==> src/rtl/dvp_tx.sv <==
// dvp_tx: DVP stream source. Generates frame timing and serialises 24-bit RGB
// pixels, pulled through a valid/ready handshake, as R,G,B bytes, one per clock.
module dvp_tx #(
  parameter int unsigned H_ACTIVE      = 1280,
  parameter int unsigned H_TOTAL       = 1650,
  parameter int unsigned V_ACTIVE      = 720,
  parameter int unsigned V_FRONT       = 5,
  parameter int unsigned VSYNC_LINES   = 5,
  parameter int unsigned V_TOTAL       = 750,
  parameter logic [23:0] UNDERFLOW_RGB = 24'h000000
) (
  input  logic        clk,
  input  logic        rst_n,
  input  logic        en,
  input  logic [23:0] pixel_rgb,
  input  logic        pixel_valid,
  output logic        pixel_ready,
  output logic [11:0] x,
  output logic [10:0] y,
  output logic        dvp_vsync,
  output logic        dvp_de,
  output logic [7:0]  dvp_data,
  output logic        frame_start,
  output logic        underflow
);

  localparam int unsigned XW = 12;
  localparam int unsigned YW = 11;

  localparam logic [XW-1:0] X_ACT  = XW'(H_ACTIVE);
  localparam logic [XW-1:0] X_LAST = XW'(H_TOTAL - 1);
  localparam logic [YW-1:0] Y_ACT  = YW'(V_ACTIVE);
  localparam logic [YW-1:0] Y_LAST = YW'(V_TOTAL - 1);
  localparam logic [YW-1:0] VS_BEG = YW'(V_ACTIVE + V_FRONT);
  localparam logic [YW-1:0] VS_END = YW'(V_ACTIVE + V_FRONT + VSYNC_LINES);

  logic [1:0]  phase;
  logic        active;
  logic        vs;
  logic        first_slot;
  logic [23:0] pix_in;
  logic [23:0] pix_hold;

  // Region decode and pixel selection from the current counter state
  always_comb begin
    active      = (x < X_ACT) && (y < Y_ACT);
    vs          = (y >= VS_BEG) && (y < VS_END);
    first_slot  = (x == '0) && (y == '0) && (phase == 2'd0);
    pix_in      = pixel_valid ? pixel_rgb : UNDERFLOW_RGB;
    // rst_n gating keeps ready low while reset holds the counters at zero
    pixel_ready = rst_n && en && active && (phase == 2'd0);
  end

  // Byte phase, pixel slot and line counters; en low restarts the frame
  always_ff @(posedge clk or negedge rst_n) begin
    if (!rst_n) begin
      phase <= 2'd0;
      x     <= '0;
      y     <= '0;
    end else if (!en) begin
      phase <= 2'd0;
      x     <= '0;
      y     <= '0;
    end else if (phase != 2'd2) begin
      phase <= phase + 2'd1;
    end else begin
      phase <= 2'd0;
      if (x != X_LAST) begin
        x <= x + XW'(1);
      end else begin
        x <= '0;
        y <= (y != Y_LAST) ? y + YW'(1) : '0;
      end
    end
  end

  // Registered DVP outputs, one cycle behind the counters
  always_ff @(posedge clk or negedge rst_n) begin
    if (!rst_n) begin
      dvp_de      <= 1'b0;
      dvp_vsync   <= 1'b0;
      dvp_data    <= 8'h00;
      frame_start <= 1'b0;
      pix_hold    <= 24'h000000;
    end else if (!en) begin
      dvp_de      <= 1'b0;
      dvp_vsync   <= 1'b0;
      dvp_data    <= 8'h00;
      frame_start <= 1'b0;
    end else begin
      dvp_de      <= active;
      dvp_vsync   <= vs;
      frame_start <= first_slot;
      if (pixel_ready) begin
        pix_hold <= pix_in;
      end
      if (!active) begin
        dvp_data <= 8'h00;
      end else begin
        unique case (phase)
          2'd0:    dvp_data <= pix_in[23:16];
          2'd1:    dvp_data <= pix_hold[15:8];
          default: dvp_data <= pix_hold[7:0];
        endcase
      end
    end
  end

  // Sticky underflow: set when an active slot finds no valid pixel
  always_ff @(posedge clk or negedge rst_n) begin
    if (!rst_n) begin
      underflow <= 1'b0;
    end else if (pixel_ready && !pixel_valid) begin
      underflow <= 1'b1;
    end
  end

endmodule
==> config.mk <==
export PLATFORM = sky130hd
export DESIGN_NAME = dvp_tx
export DESIGN_NICKNAME = d
export VERILOG_FILES = /design/src/rtl/dvp_tx.sv
export SDC_FILE = /design/constraint.sdc
export NUM_CORES = 1
export LEC_CHECK = 0
export BUFFER_PORTS_ARGS = -buffer_cell sky130_fd_sc_hd__buf_2
export CORE_AREA = 2 2 85 79
export DETAILED_ROUTE_END_ITERATION = 12
export DIE_AREA = 0 0 87 81
export HOLD_SLACK_MARGIN = 0.12
export PLACE_DENSITY = 0.71
export SYNTH_ARGS = -nofsm -noshare
export SYNTH_HDL_FRONTEND = slang
export SYNTH_SLANG_ARGS = --single-unit
==> constraint.sdc <==
create_clock -name clk -period 2.45 [get_ports clk]
set_clock_uncertainty 0.1 [all_clocks]
set_input_delay 0.245 -clock clk [delete_from_list [all_inputs] [get_ports clk]]
set_output_delay 0.245 -clock clk [all_outputs]
set_load 0.005 [all_outputs]
==> metrics.md <==
| Metric | Value |
|---|---|
| Status | complete, no violations |
| Avg Cell Area, Syn | 9.205 µm² |
| Filler Cells Inserted | 547 |
| Gr ovfl total | 0 |
| Area of placed instances | 3277 µm² |
| Pwr Total | 1.870 mW |
| Setup WS post-layout | 68.96 ps |
| Worst rel slew slack | 55.04% |
| H-tree level count | 2 |
| Final setup viols | 0 |
| Startpoint Class | flip-flop |
| Layout area overhead | 26.21% |
| Initial antenna violation count | 0 |
| Register area share after synthesis | 46.78% |
| Post-synth EDFFs | 0 |
| Worst slack, placed | 82.77 ps |
| P per Cell Area | 522.5 nW/µm² |
| Root Driver | clkbuf_8 |
| Global placement routability congestion | 0.8854 |
| DR vias | 2630 |
| Crit path arrival time | 2480 ps |
| Hold_ws | 248.6 ps |
| Number of max-cap violations | 0 |
| CP Class | flip-flop to flip-flop |
| Top cells by area, synth | dfrtp_1 (47%), o31ai_1 (5.0%), nand2_1 (4.8%) |
| Critical Path Fanout Max | 8 |
| Async S/R FF share, synth | 100.0% |
| Max VDD drop | 0.2052 mV |
| Slew Limit Fails | 0 |
| Clk pin slew, worst setup/hold paths | 100 ps |
| Register bit total from synthesis | 53 |
| Layout Utilization | 57.06% |
| DP HPWL | 4971 µm |
| DR iter-0 viols | 209 |
| CP endpoint kind | flip-flop |
| Post-Syn Area | 2835 µm² |
| Drt via density | 5.668 |
| CP peak stage delay | 610 ps |
| Total GRT Usage | 21.41% |
| Largest net degree at the start of global routing | 54 |
| Wire per inst | 15.22 µm |
| # clock sinks | 53 |
| Min-Delay Path Class | primary input to flip-flop |
| Slowest-stage cell, CP | or4_4 |
| Critical Path RT | 2550 ps |
| Synthesized net count | 342 |
| Synth unique cells | 46 |
| Die height | 81 µm |
| Ports | 64 |
| Global-route wire length before repair | 11850 µm |
| Fin nets | 422 |
| Clock latency at the later pin of the worst-skew pair | 310 ps |
| Leakage dissipation | 1.725 nW |
| Core footprint | 6271 µm² |
| Non-filler instance count after layout | 464 |
| CTS Buf Count | 5 |
| Final Critical Period | 2381 ps |
| Die area | 7047 µm² |
| Vias in the first global route | 2456 |
| Yosys top cell area share | 46.78% |
| Initial Util | 45.21% |
| RSZ-0062 raised after global routing | false |
| Residual DRC count | 0 |
| Port bufs | 63 |
| Synth warn | 0 |
| Final period util | 97.19% |
| Ys flop type | dfrtp_1 |
| Routed WL | 7064 µm |
| Final non-filler cell area | 3578 µm² |
| Fin. Hold Viols | 0 |
| R2R Setup Slk | 70 ps |
| # diodes | 0 |
| Worst-path cell chain | or4_4, or4_4, and2_4, a221o_1 |
| Most frequent cell on the critical path | or4_4 |
| Setup TNS | 0 ps |
| Detailed Routing Iterations Pass 1 | 5 |
| Clock Path Buffers | 2 |
| Fraction of layout cells with a size suffix above 1 | 25.45% |
| CTS tree | done |
| Die width | 87 µm |
| Worst-Margin Slew | 657.4 ps |
| Cell count after synthesis | 308 |
| Post-synthesis cell type with the largest combined area | dfrtp_1 |
| Cell Count Post-Placement | 438 |
| Core Rows | 28 |
| Fmax | 420.0 MHz |
| Antenna-violating nets left | 0 |
## per-layer routing
layer / track usage [%] / vias up / wire [µm]
met3: 4.065 / 10 / 343
met4: 7.500 / 0 / 83
met2: 33.28 / 83 / 3360
met5: 0 / - / 0
met1: 29.94 / 1265 / 3277
li1: - / 1272 / -
## final timing paths
path | from | endpoint | cells past startpoint
max | x[7] | y[7] | 4
min in group asynchronous | rst_n | y[1] | 3
min reg2reg | underflow | underflow | 2
min | en | x[9] | 3
max in group asynchronous | rst_n | x[2] | 3
max reg2reg | x[7] | y[7] | 4
## report_power, final
group	internal, mW	switching (mW)	total, mW
Sequential	0.939	0.0478	0.987
Combinational	0.129	0.149	0.278
Clock	0.307	0.298	0.605
## repair_timing
action,in CTS,in global routing
hold buffers,17,0
setup endpoints to repair,1,1
endpoints found under the hold margin,69,0
gates resized for setup,0,2
setup buffers,1,0
pin swaps,1,0
## flip-flops by register name, summed over array words and instances, names as in the netlist
register	cells
dvp_data	8
dvp_de	1
dvp_vsync	1
frame_start	1
phase	2
pix_hold	16
underflow	1
x	12
y	11
## cell usage after synthesis, drive strengths merged, types with 2 or more instances
| cell | n |
|---|---|
| clkbuf | 21 |
| or4 | 4 |
| nand3b | 8 |
| and3 | 6 |
| inv | 10 |
| o31ai | 19 |
| nor2 | 26 |
| nand4b | 4 |
| dfrtp | 53 |
| a211oi | 4 |
| o21ai | 17 |
| buf | 3 |
| a22o | 2 |
| a221o | 4 |
| nor4b | 2 |
| nor2b | 2 |
| o211ai | 2 |
| a21oi | 22 |
| or2 | 3 |
| ha | 6 |
| nor4 | 4 |
| nor3 | 2 |
| nor3b | 2 |
| nand3 | 14 |
| nand4 | 4 |
| a2111oi | 3 |
| a22oi | 2 |
| o31a | 2 |
| nand2 | 36 |
| o2bb2ai | 2 |
| xnor2 | 7 |
## kinds of logic after synthesis
| kind of cell | synth area share (%) |
|---|---|
| simple gates | 22.20 |
| compound gates | 20.12 |
| flops | 46.78 |
| buf+inv | 5.031 |
| xor+xnor | 2.471 |
| fa+ha+maj | 2.648 |
| mux | 0.7502 |
## worst max-delay path, delay by kind of cell (launching register included)
kind             cells  cell delay, ps
AO/OA/AOI/OAI        1             340
AND/OR/NAND/NOR      3            1400
flip-flops           1             430
## final cells by class
class,instances,area [µm²],area share (%)
timing repair buffer,97,613.1,17.13
clock buffer,5,68.82,1.923
multi-input combinational,221,1395,38.99
inverter,10,37.54,1.049
clock inverter,3,43.79,1.224
tap,75,93.84,2.622
sequential,53,1326,37.06
## cells in the final DEF (no fill, tap or decap), types with 7 or more instances in the layout
cell type	n
dlygate4sd3_1	17
a21oi_1	21
inv_1	10
xnor2_1	7
buf_2	63
nand3_1	14
dfrtp_1	53
buf_4	17
nand3b_1	8
o31ai_1	19
o21ai_0	17
nor2_1	26
nand2_1	36
Note: power is estimated with default switching activity, not from simulation.
